### src/rtl/instr_encode_pkg.sv
// Shared definitions for the instruction encoder.
//   OP_*      : RV32/RV64 base opcodes recognised by the encoder
//   fmt_e     : instruction format class (3 bits)
//   enc_req_t : decoded field set presented to the encoder
//   op_fmt    : opcode -> format classification
//   sfits     : true when v is representable as a 'bits'-wide signed value
package instr_encode_pkg;

  localparam logic [6:0] OP_LOAD   = 7'h03;
  localparam logic [6:0] OP_IMM    = 7'h13;
  localparam logic [6:0] OP_AUIPC  = 7'h17;
  localparam logic [6:0] OP_IMM32  = 7'h1B;
  localparam logic [6:0] OP_STORE  = 7'h23;
  localparam logic [6:0] OP_OP     = 7'h33;
  localparam logic [6:0] OP_LUI    = 7'h37;
  localparam logic [6:0] OP_OP32   = 7'h3B;
  localparam logic [6:0] OP_BRANCH = 7'h63;
  localparam logic [6:0] OP_JALR   = 7'h67;
  localparam logic [6:0] OP_JAL    = 7'h6F;
  localparam logic [6:0] OP_SYSTEM = 7'h73;

  typedef enum logic [2:0] {
    FMT_R, FMT_I, FMT_SYS, FMT_S, FMT_B, FMT_U, FMT_J, FMT_BAD
  } fmt_e;

  typedef struct packed {
    logic [6:0]  opcode;
    logic [2:0]  funct3;
    logic [6:0]  funct7;
    logic [4:0]  rs1;
    logic [4:0]  rs2;
    logic [4:0]  rd;
    logic [31:0] imm;
    logic [11:0] csr_addr;
  } enc_req_t;

  function automatic fmt_e op_fmt(input logic [6:0] op);
    case (op)
      OP_OP, OP_OP32:                       return FMT_R;
      OP_JALR, OP_LOAD, OP_IMM, OP_IMM32:   return FMT_I;
      OP_SYSTEM:                            return FMT_SYS;
      OP_STORE:                             return FMT_S;
      OP_BRANCH:                            return FMT_B;
      OP_LUI, OP_AUIPC:                     return FMT_U;
      OP_JAL:                               return FMT_J;
      default:                              return FMT_BAD;
    endcase
  endfunction

  // All bits above the sign bit must replicate it.
  function automatic logic sfits(input logic [31:0] v, input int bits);
    logic ok;
    ok = 1'b1;
    for (int i = 0; i < 32; i++)
      if (i >= bits && v[i] != v[bits-1]) ok = 1'b0;
    return ok;
  endfunction

endpackage

### src/rtl/instr_encode_fmt.sv
// Combinational opcode classify + field pack + immediate range check.
//   req      in  : decoded field set
//   fmt      out : format class (FMT_BAD for unknown opcode)
//   ins      out : packed 32-bit instruction word (0 for FMT_BAD)
//   range_ok out : immediate fits its format; constant 1 unless the
//                  IMM_RANGE_CHECK_EN macro is defined
module instr_encode_fmt
  import instr_encode_pkg::*;
(
  input  enc_req_t    req,
  output fmt_e        fmt,
  output logic [31:0] ins,
  output logic        range_ok
);

  always_comb begin
    fmt = op_fmt(req.opcode);
    ins = '0;
    case (fmt)
      FMT_R:   ins = {req.funct7, req.rs2, req.rs1, req.funct3, req.rd, req.opcode};
      FMT_I:   ins = {req.imm[11:0], req.rs1, req.funct3, req.rd, req.opcode};
      FMT_SYS: ins = {req.csr_addr, req.rs1, req.funct3, req.rd, req.opcode};
      FMT_S:   ins = {req.imm[11:5], req.rs2, req.rs1, req.funct3, req.imm[4:0],
                      req.opcode};
      FMT_B:   ins = {req.imm[12], req.imm[10:5], req.rs2, req.rs1, req.funct3,
                      req.imm[4:1], req.imm[11], req.opcode};
      FMT_U:   ins = {req.imm[31:12], req.rd, req.opcode};
      FMT_J:   ins = {req.imm[20], req.imm[10:1], req.imm[11], req.imm[19:12],
                      req.rd, req.opcode};
      default: ins = '0;
    endcase
  end

`ifdef IMM_RANGE_CHECK_EN
  always_comb begin
    range_ok = 1'b1;
    case (fmt)
      FMT_I, FMT_S: range_ok = sfits(req.imm, 12);
      FMT_B:        range_ok = sfits(req.imm, 13) && !req.imm[0];
      FMT_J:        range_ok = sfits(req.imm, 21) && !req.imm[0];
      FMT_U:        range_ok = (req.imm[11:0] == 12'h000);
      default:      range_ok = 1'b1;
    endcase
  end
`else
  // Out-of-range immediates are silently truncated to the format fields.
  assign range_ok = 1'b1;
`endif

endmodule

### src/rtl/instr_encode.sv
// Streaming instruction encoder: decoded fields in, 32-bit words plus
// sequential byte addresses out.
//   clk, rst_n          : clock, async active-low reset
//   start, base_addr    : load address counter (bits [1:0] forced 0), clear count
//   in_valid/in_ready   : field-set handshake (in_ready = !full)
//   opcode..csr_addr    : decoded fields
//   out_valid/out_ready : word handshake; out_ins/out_addr word and its address
//   err_op, err_range   : sticky error flags, cleared by err_clr (set wins)
//   count               : words emitted since last start, saturating
// Optional: IMM_RANGE_CHECK_EN enables immediate range checking/err_range.
module instr_encode
  import instr_encode_pkg::*;
#(
  parameter int ADDR_W = 32,
  parameter int DEPTH  = 2
) (
  input  logic              clk,
  input  logic              rst_n,
  input  logic              start,
  input  logic [ADDR_W-1:0] base_addr,
  input  logic              in_valid,
  output logic              in_ready,
  input  logic [6:0]        opcode,
  input  logic [2:0]        funct3,
  input  logic [6:0]        funct7,
  input  logic [4:0]        rs1,
  input  logic [4:0]        rs2,
  input  logic [4:0]        rd,
  input  logic [31:0]       imm,
  input  logic [11:0]       csr_addr,
  output logic              out_valid,
  input  logic              out_ready,
  output logic [31:0]       out_ins,
  output logic [ADDR_W-1:0] out_addr,
  output logic              err_op,
  output logic              err_range,
  input  logic              err_clr,
  output logic [15:0]       count
);

  localparam int PW = $clog2(DEPTH);

  enc_req_t    req;
  fmt_e        fmt;
  logic [31:0] enc_ins;
  logic        range_ok;

  assign req = '{opcode: opcode, funct3: funct3, funct7: funct7, rs1: rs1,
                 rs2: rs2, rd: rd, imm: imm, csr_addr: csr_addr};

  instr_encode_fmt u_fmt (
    .req      (req),
    .fmt      (fmt),
    .ins      (enc_ins),
    .range_ok (range_ok)
  );

  // FIFO of {ins, addr}; pointers carry one extra wrap bit for full/empty.
  logic [DEPTH-1:0][31:0]       mem_ins;
  logic [DEPTH-1:0][ADDR_W-1:0] mem_addr;
  logic [PW:0]                  wr_ptr, rd_ptr;
  logic                         full, empty;
  logic [ADDR_W-1:0]            counter, cur_addr;
  logic                         accept, emit, good, bad_op;

  assign empty    = (wr_ptr == rd_ptr);
  assign full     = (wr_ptr[PW] != rd_ptr[PW]) && (wr_ptr[PW-1:0] == rd_ptr[PW-1:0]);
  assign in_ready = !full;
  assign out_valid = !empty;
  assign out_ins  = mem_ins[rd_ptr[PW-1:0]];
  assign out_addr = mem_addr[rd_ptr[PW-1:0]];

  assign accept = in_valid && in_ready;
  assign emit   = out_valid && out_ready;
  assign bad_op = accept && (fmt == FMT_BAD);
  assign good   = accept && (fmt != FMT_BAD) && range_ok;

  // A start in the accept cycle binds the new base to that very word.
  assign cur_addr = start ? (base_addr & ~ADDR_W'(3)) : counter;

  always_ff @(posedge clk or negedge rst_n) begin
    if (!rst_n) begin
      mem_ins  <= '0;
      mem_addr <= '0;
      wr_ptr   <= '0;
      rd_ptr   <= '0;
      counter  <= '0;
    end else begin
      counter <= good ? cur_addr + ADDR_W'(4) : cur_addr;
      if (good) begin
        mem_ins[wr_ptr[PW-1:0]]  <= enc_ins;
        mem_addr[wr_ptr[PW-1:0]] <= cur_addr;
        wr_ptr <= wr_ptr + 1'b1;
      end
      if (emit) rd_ptr <= rd_ptr + 1'b1;
    end
  end

  always_ff @(posedge clk or negedge rst_n) begin
    if (!rst_n)                       count <= '0;
    else if (start)                   count <= '0;
    else if (emit && count != 16'hFFFF) count <= count + 16'd1;
  end

  always_ff @(posedge clk or negedge rst_n) begin
    if (!rst_n)       err_op <= 1'b0;
    else if (bad_op)  err_op <= 1'b1;
    else if (err_clr) err_op <= 1'b0;
  end

`ifdef IMM_RANGE_CHECK_EN
  logic bad_rng;
  assign bad_rng = accept && (fmt != FMT_BAD) && !range_ok;

  always_ff @(posedge clk or negedge rst_n) begin
    if (!rst_n)       err_range <= 1'b0;
    else if (bad_rng) err_range <= 1'b1;
    else if (err_clr) err_range <= 1'b0;
  end
`else
  assign err_range = 1'b0;
`endif

endmodule

### config.mk
export PLATFORM = sky130hd
export DESIGN_NAME = instr_encode
export DESIGN_NICKNAME = d
export VERILOG_FILES = /design/src/rtl/instr_encode_pkg.sv /design/src/rtl/instr_encode_fmt.sv /design/src/rtl/instr_encode.sv
export SDC_FILE = /design/constraint.sdc
export NUM_CORES = 1
export LEC_CHECK = 0
export BUFFER_PORTS_ARGS = -buffer_cell sky130_fd_sc_hd__buf_2
export CELL_PAD_IN_SITES_DETAIL_PLACEMENT = 1
export CELL_PAD_IN_SITES_GLOBAL_PLACEMENT = 1
export CORE_UTILIZATION = 39
export CTS_BUF_LIST = sky130_fd_sc_hd__clkbuf_2 sky130_fd_sc_hd__clkbuf_4 sky130_fd_sc_hd__clkbuf_8
export DETAILED_ROUTE_END_ITERATION = 6
export PLACE_DENSITY = 0.76
export SKIP_CTS_REPAIR_TIMING = 1
export SLEW_MARGIN = 20
export SYNTH_ARGS = -nofsm -noshare
export SYNTH_HDL_FRONTEND = slang
export SYNTH_SLANG_ARGS = --single-unit
### constraint.sdc
create_clock -name clk -period 2 [get_ports clk]
set_input_delay 0.2 -clock clk [delete_from_list [all_inputs] [get_ports clk]]
set_output_delay 0.2 -clock clk [all_outputs]
set_load 0.02 [all_outputs]
# ---- Word-level counts from Yosys, hierarchy flattened
# Cells that the tools add are included.
dict set report word_totals {
  inputBits 114
  regBits 181
  elab_cells 71
  out_inout_bits 84
}
dict set report classes {
  mux 16
  eq_ne 24
  add_sub_neg 4
  reduce_logical 15
  order_cmp 3
}
# operator n
set op_table {}
lappend op_table {{2-to-1 mux 32 bit} 7}
lappend op_table {{one-hot mux 32 bit (7 select lines)} 1}
lappend op_table {{bitwise mux 64 bit} 2}
lappend op_table {{adder 32 x 3 -> 32 bit, second input constant} 1}
lappend op_table {{demux 32 bit (select 1 bit)} 1}
lappend op_table {{2-to-1 mux 16 bit} 2}
lappend op_table {{== test 7 x 6 -> 1 bit, second input constant} 4}
lappend op_table {{== test 7 bit, second input constant} 4}
lappend op_table {{== test 7 x 5 -> 1 bit, second input constant} 3}
lappend op_table {{one-hot mux 3 bit (7 select lines)} 1}
lappend op_table {{adder 16 x 1 -> 16 bit, second input constant} 1}
lappend op_table {{inequality test 16 bit, second input constant} 1}
lappend op_table {{== test 3 bit, second input constant} 4}
lappend op_table {{== test 7 x 2 -> 1 bit, second input constant} 1}
lappend op_table {{logical AND 1 bit} 7}
lappend op_table {{== test 3 x 2 -> 1 bit, second input constant} 2}
lappend op_table {{adder 2 x 1 -> 2 bit, second input constant} 2}
lappend op_table {{less-than comparator 1 x 2 -> 1 bit, second input constant} 2}
lappend op_table {{nonzero test 2 bit} 2}
lappend op_table {{OR reduction 2 bit} 2}
lappend op_table {{OR reduction 4 bit} 1}
lappend op_table {{== test 3 x 1 -> 1 bit, second input constant} 1}
lappend op_table {{zero test 3 bit} 1}
lappend op_table {{inequality test 3 bit, second input constant} 1}
lappend op_table {{6 further kinds} 8}

# ---- Logic depth before layout (Yosys ltp)
# Gate-level depths: netlist (run 1).
dict set report depth {
  depth_word 6
  ltp_mapped 13
  depth_no_buf 8
}

# ---- Cells and area by module
# Synthesis (run 1) repeated with hierarchy kept, for this count alone.
dict set report unflattened {
  hier_cells 907
  hier_area_um2 9196.3
}
# mod instances area_each_um2 cells_each seq_area_each_um2
set modules_own_cells {}
lappend modules_own_cells {instr_encode 1 8247.9 773 4529.3}
lappend modules_own_cells {instr_encode_fmt 1 948.4 134 0.0}

# ---- Worst setup path before layout (run 1)
# OpenSTA, ideal clock, no wires.
dict set report synth_timing {
  path_type {input-to-reg}
  from {input start}
  to {register counter[12]}
  path_stages 13
  arrival_ns 2.097
  setup_time_ns 0.144
  slack_ns -0.241
  path_buffers 6
  required_time_ns 1.856
  path_cell_list {buf_6 buf_6 buf_6 buf_4 mux2i_1 inv_1 ha_1 o2111a_1 buf_2 and2_1 buf_2 a21oi_1 o32ai_1}
}
dict set report synth_via {
  elab_chain_cells 3
}
# item line_no
set synth_lines {}
lappend synth_lines {{start: declaration} instr_encode.sv:19} ;# input logic start,
lappend synth_lines {{2-to-1 mux 32 bit} instr_encode.sv:79} ;# assign cur_addr = start ? (base_addr & ~ADDR_W'(3)) : counter;
lappend synth_lines {{named net cur_addr[2]} instr_encode.sv:63} ;# logic [ADDR_W-1:0] counter, cur_addr;
lappend synth_lines {{adder 32 x 3 -> 32 bit} instr_encode.sv:89} ;# counter <= good ? cur_addr + ADDR_W'(4) : cur_addr;
lappend synth_lines {{2-to-1 mux 32 bit} instr_encode.sv:89}
lappend synth_lines {{end signal: assignment} instr_encode.sv:89}
lappend synth_lines {{end: declaration} instr_encode.sv:63}
# The timed path passes the listed nets, and every way through them passes these cells.
# A chain may end at the register's enable or synchronous reset.

# ---- Final worst setup path (run 1)
dict set report layout_timing {
  from {register rd_ptr[0]}
  to {output out_addr[12]}
}
dict set report layout_via {
  elab_chain_cells 2
}
# item line_no
set layout_lines {}
lappend layout_lines {{start: declaration} instr_encode.sv:61} ;# logic [PW:0] wr_ptr, rd_ptr;
lappend layout_lines {{start signal: assignment} instr_encode.sv:95} ;# if (emit) rd_ptr <= rd_ptr + 1'b1;
lappend layout_lines {{2-to-1 mux 32 bit (not written as such) (2 in a row)} instr_encode.sv:71} ;# assign out_addr = mem_addr[rd_ptr[PW-1:0]];
lappend layout_lines {{end: declaration} instr_encode.sv:34} ;# output logic [ADDR_W-1:0] out_addr,
# Every way passes these cells. The select of a mux whose other input is x is not followed.

==> results of run 1 <==
==> cell type report <==
class,instances,area (um2)
Clock buffer,19,255.2
Sequential cell,181,4534
Antenna cell,4,10.01
Fill cell,2596,10690
Multi-Input combinational cell,652,4508
Clock inverter,11,176.4
Timing Repair Buffer,304,2173
Tap cell,313,391.6
Inverter,11,41.29
==> worst paths after layout <==
path                                 to        from  slack, ps
hold / removal              mem_ins[12]   funct3[0]         20
setup reg to reg            counter[12]   rd_ptr[0]         30
max in group asynchronous    counter[9]       rst_n       1110
setup / recovery           out_addr[12]   rd_ptr[0]        -20
hold reg to reg              mem_ins[0]  mem_ins[0]        470
min in group asynchronous   mem_ins[19]       rst_n        190
==> placed cells by master (no fill, tap or decap), drive strengths merged, types with 3 or more instances in the layout <==
cell type / n
a21oi: 15
clkbuf: 28
nand3b: 4
or3: 3
a2111oi: 3
mux2: 66
a21boi: 11
nor3: 15
diode: 4
a22oi: 14
buf: 293
nor2b: 7
nor2: 33
nor4: 9
o21ai: 133
xor2: 24
nand2b: 11
nand2: 162
bufinv: 4
xnor2: 29
mux2i: 33
clkinvlp: 4
a21o: 3
a222oi: 10
nand3: 16
inv: 12
dfrtp: 181
and2: 5
nand4: 10
==> flip-flops by register name, indices dropped and copies added (netlist names) <==
signal,cells
wr_ptr,2
rd_ptr,2
count,16
counter,32
mem_addr,64
err_op,1
mem_ins,64
==> critical path, stage by stage, from the launching register on <==
cell and delay [ps]:
dfrtp_4 550, buf_12 240, mux2_2 380, buf_2 170
==> synthesized netlist by cell type, types with 2 or more instances <==
cell type and count:
nand4b_1 2, ha_1 2, a32o_1 2, and3_1 2, clkbuf_1 25, xnor2_1 29, nand2b_1 11, mux2i_1 33
nor4b_1 2, buf_2 16, a222oi_1 10, nor4_1 9, nor3_1 15, o21ai_0 66, a21boi_0 11, a2111oi_0 2
xor2_1 24, o2111a_1 2, nand2_1 158, nand3_1 16, a21o_1 3, o21ai_1 64, o21a_1 2, buf_1 2
a21oi_1 15, o21ai_2 3, nor2b_1 7, and2_1 5, nor2_1 33, buf_4 2, or3_1 3, nand3b_1 4
nand4_1 9, inv_1 11, nand2_4 2, buf_6 11, o31ai_1 2, mux2_2 66, a22oi_1 14, dfrtp_1 181
==> per-layer routing <==
metal | up-vias | global-route usage [%] | share of wire, %
met1 | 3941 | 28.56 | 44
met4 | 0 | 7.874 | 2.2
li1 | 3700 | - | -
met2 | 176 | 38.20 | 50
met3 | 38 | 3.474 | 3.8
met5 | - | 0 | 0
==> through the flow <==
| step | total power [W] | utilization, % | setup slack, ps |
|---|---|---|---|
| 3_5_place_dp | 0.009687 | 48.09 | -323.1 |
| 2_1_floorplan | 0.007954 | - | -18.44 |
| 6_report | 0.01304 | 53.08 | -21.13 |
| 5_1_grt | 0.01373 | 53.08 | -81.12 |
| 4_1_cts | 0.01249 | 49.98 | -271.8 |
| 3_3_place_gp | 0.009508 | 48.09 | -190.5 |
==> power groups by stage <==
stage	Combinational, W	Clock (W)	Sequential [W]
floorplan	0.00296	0	0.00499
global placement	0.00444	0	0.00507
detailed placement	0.00456	0	0.00513
CTS	0.00458	0.00285	0.00506
global route	0.00550	0.00300	0.00522
finish	0.00513	0.00281	0.00511
==> logic make-up after synthesis <==
kind of cell | share of synthesized area [%]
AOI/OAI and AO/OA | 14.55
xor gates and xnor gates | 5.107
adders and majority gates | 0.2753
buffers and inverters | 3.979
DFF | 49.83
muxes | 11.81
other | 0.04126
and+or+nand+nor | 14.40
==> summary.md, run 1 <==
| Metric | Value |
|---|---|
| Crit Path Category | reg2out |
| Setup TNS | -44.26 ps |
| First-pass GRT wire length | 41920 um |
| Clock sinks | roughly 180 |
| Syn Area/Cell | 10.12 um2 |
| Top-area cell type share of the netlist area | 49.83% |
| Std-Cell Core Area | 22780 um2 |
| FFs w/ async S/R, synth | between 90% and 100% |
| CTS tree | done |
| Initial drt markers | 354 |
| Sequential Power Share | 39.2% |
| Sw Pwr | 0.004820 W |
| Yosys top cell by area | dfrtp_1 |
| Gate Count Post-Synth | 898 |
| Measured slew at the worst slew-check pin | 937.3 ps |
| Clock root buffer | clkbuf_8 |
| Hold Slack | 19.15 ps |
| # rows | 55 |
| Crit path capture type | primary output |
| Highest Clock Rate | 0.4948 GHz |
| Status | finished with violations |
| Reg clk slew, reported paths | 100 ps |
| Failing checks | negative setup slack |
| Clk pwr share | 21.5% |
| Max_cap viols | 0 |
| Pwr/cell area | 1079 nW/um2 |
| DR WL/cell | between 15 and 20 um |
| Power share of the combinational group | 39.3% |
| Min Clock Period, post-route | slightly above 2000 ps |
| Syn-to-layout area delta | 33.03% |
| Net Sw Frac | 36.95% |
| Fin. max-slew vios | 0 |
| Initial antenna violation count | 4 |
| Largest net degree at the start of global routing | 55 |
| Worst reg-to-reg path cell count | 7 |
| Cell Area, Synth | ~9000 um2 |
| Clk_skew | 11.91 ps |
| Antenna-violating nets left | 0 |
| Residual DRC count | 0 |
| Setup ws final | -21.13 ps |
| Final Hold Viols | 0 |
| Detail Placement HPWL | approximately 19000 um |
| Worst skew pair latency | 470 ps |
| Register bit total from synthesis | ~180 |
| Syn nets | around 1000 |
| Die Y | 154.7 um |
| Nets | approximately 1300 |
| Ports | 198 |
| Critical Path AT | 1820 ps |
| Worst hold path depth | 3 |
| Via-to-Cell Ratio | 5.254 |
| Startpoint Class | register |
| Critical path required time | about 1800 ps |
| Distinct cells, synth | 62 |
| Slew margin rel. | 36.63% |
| Vias in the first global route | about 8100 |
| Die X-Extent | between 150 and 200 um |
| Final wirelength | 29070 um |
| RSZ-0062 raised after global routing | yes |
| Dpl cells | 1437 |
| Initial core utilization | 39.90% |
| DIE AREA | about 24000 um2 |
| # setup viols final | 4 |
| Synth area leaders | dfrtp_1, mux2_2, nand2_1 |
| Synth warn | 0 |
| First-pass iteration count of the detailed router | 4 |
| EDFF count, synth | 0 |
| Worst VDD drop | 0.5758 mV |
| I/O Buffers | around 190 |
| Clock Tree Buf Depth | 2 |
| Main flop type after synthesis | dfrtp_1 |
| Cell internal pwr | 0.008224 W |
| Routability cong. | 0.8324 |
| Post-Layout Cell Count | 1495 |
| Post-route cell area | roughly 12000 um2 |
| Maximum level of the CTS H-tree | 4 |
| Hold WC Path Type | in2reg |
| Placement Cell Area | 10950 um2 |
| Fraction of the cycle the final worst path needs | 101.1% |
| CTS Buf Count | 17 |
| Register area share after synthesis | 49.83% |
| GRT Util Overall | between 20% and 30% |
| Share of layout cells above drive strength 1 | between 30% and 40% |
| Leak | ~5.7 nW |
| CP max FO | 28 |
| Vias | 7855 |
| Global route overflow | 0 |
Power figures use the tool's default switching activity.
==> run 2, diff against run 1 <==
PLACE_DENSITY = default   (was 0.76)
PLACE_DENSITY_LB_ADDON = 0.1   (was default)
==> run 2 against run 1 <==
Effect of this change: the run still ends with negative setup slack left; critical path type unchanged; total power is 4.8% lower; sequential power down 1%; critical endpoint is now out_addr[21]; largest cell class unchanged; highest routed layer unchanged; critical path depth is the same; clock-buffer cell count up 3.
==> summary.md, run 2 (synthesis gave the netlist of run 1 again) <==
| Metric | Value |
|---|---|
| Status | finished with violations (unchanged) |
| Failing checks | negative setup slack (unchanged) |
| Top layer reached by signal wires | met4 (unchanged) |
| Clk_skew | 16.01 ps (was 11.91 ps) |
| Critical path required time | 1800 ps (about the same) |
| First-pass GRT wire length | 41110 um (was 41920 um) |
| Hold WC Path Type | in2reg (unchanged) |
| Startpoint Class | register (unchanged) |
| Most frequent cells in the layout | buf_2, dfrtp_1, nand2_1 (unchanged) |
| Sequential Power Share | 40.7% (was 39.2%) |
| Clock Tree Buf Depth | 2 (unchanged) |
| Slowest-stage cell, CP | dfrtp_4 (unchanged) |
| Global route overflow | 0 (unchanged) |
| Highest Clock Rate | 0.4998 GHz (was 0.4948 GHz) |
| Met2 WL | 12900 um (was 14590 um) |
| Residual DRC count | 0 (unchanged) |
| Max_cap viols | 0 (unchanged) |
| Slew margin rel. | 44.50% (was 36.63%) |
| Measured slew at the worst slew-check pin | 820.9 ps (was 937.3 ps) |
| Detail Placement HPWL | 18660 um (was 18960 um) |
| Top Family by Delay on Critical Path | flip-flops (unchanged) |
| Share of layout cells above drive strength 1 | 38.42% (was 38.20%) |
| Die Y | 154.7 um (unchanged) |
| Clock sinks | 181 (unchanged) |
| GRT Util Overall | 21.84% (was 22.28%) |
| Crit path cell chain | buf_16 -> mux2_2 -> buf_2 (was buf_12 -> mux2_2 -> buf_2) |
| Initial core utilization | 39.90% (unchanged) |
| Sw Pwr | 0.004601 W (was 0.004820 W) |
| Final wirelength | 26770 um (was 29070 um) |
| Via-to-Cell Ratio | 5.113 (was 5.254) |
| Fin. max-slew vios | 0 (unchanged) |
| Met3 wire len | 1059 um (was 1105 um) |
| R2r startpoint | wr_ptr[1] (was rd_ptr[0]) |
| Routability cong. | 0.8090 (was 0.8324) |
| Maximum level of the CTS H-tree | 4 (unchanged) |
| Vias | 7669 (was 7855) |
| Initial antenna violation count | 0 (was 4) |
| Wl on met1 | 12520 um (was 12750 um) |
| Min Clock Period, post-route | 2001 ps (was 2021 ps) |
| Reg clk slew, reported paths | 90 ps (was 100 ps) |
| DIE AREA | 23920 um2 (unchanged) |
| Commonest non-fill, non-tap cell in the layout | buf_2 (unchanged) |
| Initial drt markers | 324 (was 354) |
| Net Sw Frac | 37.07% (was 36.95%) |
| Std-Cell Core Area | 22780 um2 (unchanged) |
| RSZ-0062 raised after global routing | yes (unchanged) |
| Clock root buffer | clkbuf_8 (unchanged) |
| CTS Buf Count | 17 (unchanged) |
| CP max FO | 45 (was 28) |
| Antenna-violating nets left | 0 (unchanged) |
| Hold Startpoint | rs1[4] (was funct3[0]) |
| # rows | 55 (unchanged) |
| Post-route cell area | 11900 um2 (was 12090 um2) |
| I/O Buffers | 194 (unchanged) |
| Leak | 5.619 nW (was 5.657 nW) |
| Largest net degree at the start of global routing | 63 (was 55) |
| Worst skew pair latency | 470 ps (about the same) |
| Biggest regs | mem_addr: 64 flops, mem_ins: 64 flops, counter: 32 flops (unchanged) |
| First-pass iteration count of the detailed router | 4 (unchanged) |
| DR WL/cell | 17.84 um (was 19.44 um) |
| Clk pwr share | 20.2% (was 21.5%) |
| Final Hold Viols | 0 (unchanged) |
| Power share of the combinational group | 39.1% (was 39.3%) |
| Fraction of the cycle the final worst path needs | 100.0% (was 101.1%) |
| Critical Path AT | 1800 ps (was 1820 ps) |
| CTS tree | done (unchanged) |
| Vias in the first global route | 7925 (was 8077) |
| Crit Path Category | reg2out (unchanged) |
| Cell internal pwr | 0.007812 W (was 0.008224 W) |
| Placement Cell Area | 11100 um2 (was 10950 um2) |
| Crit-path max cell delay | 480 ps (was 550 ps) |
| Die X-Extent | 154.7 um (unchanged) |
| Worst VDD drop | 0.6090 mV (was 0.5758 mV) |
| Crit path capture type | primary output (unchanged) |
| Setup ws final | -0.9173 ps (was -21.13 ps) |
| Diode count | 0 (was 4) |
| Pwr/cell area | 1043 nW/um2 (was 1079 nW/um2) |
| Crit. Startpoint | rd_ptr[0] (unchanged) |
| Ports | 198 (unchanged) |
| Dpl ws | -225.6 ps (was -323.1 ps) |
| Syn-to-layout area delta | 30.92% (was 33.03%) |
| # setup viols final | 1 (was 4) |
| Nets | 1291 (was 1283) |
| CP Buf/Inv Count | 2 (unchanged) |
==> run 2: cell count changes in the layout (fill, tap and decap cells not counted), moves of 4 or more <==
cell       delta
clkbuf_16     -4
o21ai_0      +15
mux2_2        +4
buf_2         +9
o21ai_1      -15
diode_2       -4
mux2_4        -4
==> run 2: final timing paths <==
| path | endpoint | slack (ps) | depth (start not counted) |
|---|---|---|---|
| setup / recovery | out_addr[21] | -0.9 | 3 |
| hold / removal | mem_ins[19] | 40 | 3 |
| setup reg to reg | counter[19] | 70 | 9 |
| hold reg to reg | mem_ins[32] | 470 | 1 |
| max in group asynchronous | mem_ins[35] | 1020 | 3 |
| min in group asynchronous | count[7] | 250 | 2 |
==> run 2: metal layers <==
layer | global-route usage, % | vias to the layer above
li1 | - | 3710
met1 | 28.74 | 3775
met2 | 37.28 | 163
met3 | 3.699 | 21
met4 | 5.563 | 0
met5 | 0 | -
==> run 2: per-stage QoR <==
step | power [W] | hold WS [ps] | TNS, ps | std cells | utilization (%)
final | 0.01241 | 36.61 | -0.9173 | 1500 | 52.24
after global routing | 0.01318 | 37.63 | -2396 | 1500 | 52.24
after CTS | 0.01231 | -330.8 | -17750 | 1485 | 50.43
after detailed placement | 0.009760 | 204.9 | -3748 | 1454 | 48.73
after global placement | 0.009632 | 198.8 | -604.9 | 1454 | 48.73
after floorplan | 0.007954 | -95.59 | -43.29 | 898 | -
==> run 2: worst register-to-register path, cell delays in order, from the launching register on <==
cell and delay [ps]:
dfrtp_1 410, buf_6 140, xor2_2 170, a21boi_1 170, buf_4 140, o2111ai_1 120, buf_4 210, nor4_2 190
xnor2_1 180, mux2i_1 100
==> run 2: power groups by stage <==
stage	clock network (W)	registers, W	logic, W
floorplan	0	0.00499	0.00296
global placement	0	0.00506	0.00457
detailed placement	0	0.00511	0.00465
CTS	0.00259	0.00504	0.00468
global route	0.00270	0.00517	0.00531
finish	0.00251	0.00505	0.00486
==> run 2: final cells by class <==
cell class	instances	area (um2)
clock buffer	22	290.3
inverter	11	41.29
tap	313	391.6
fill	2621	10880
sequential	181	4533
clock inverter	9	95.09
multi-input combinational	651	4399
timing repair buffer	313	2148
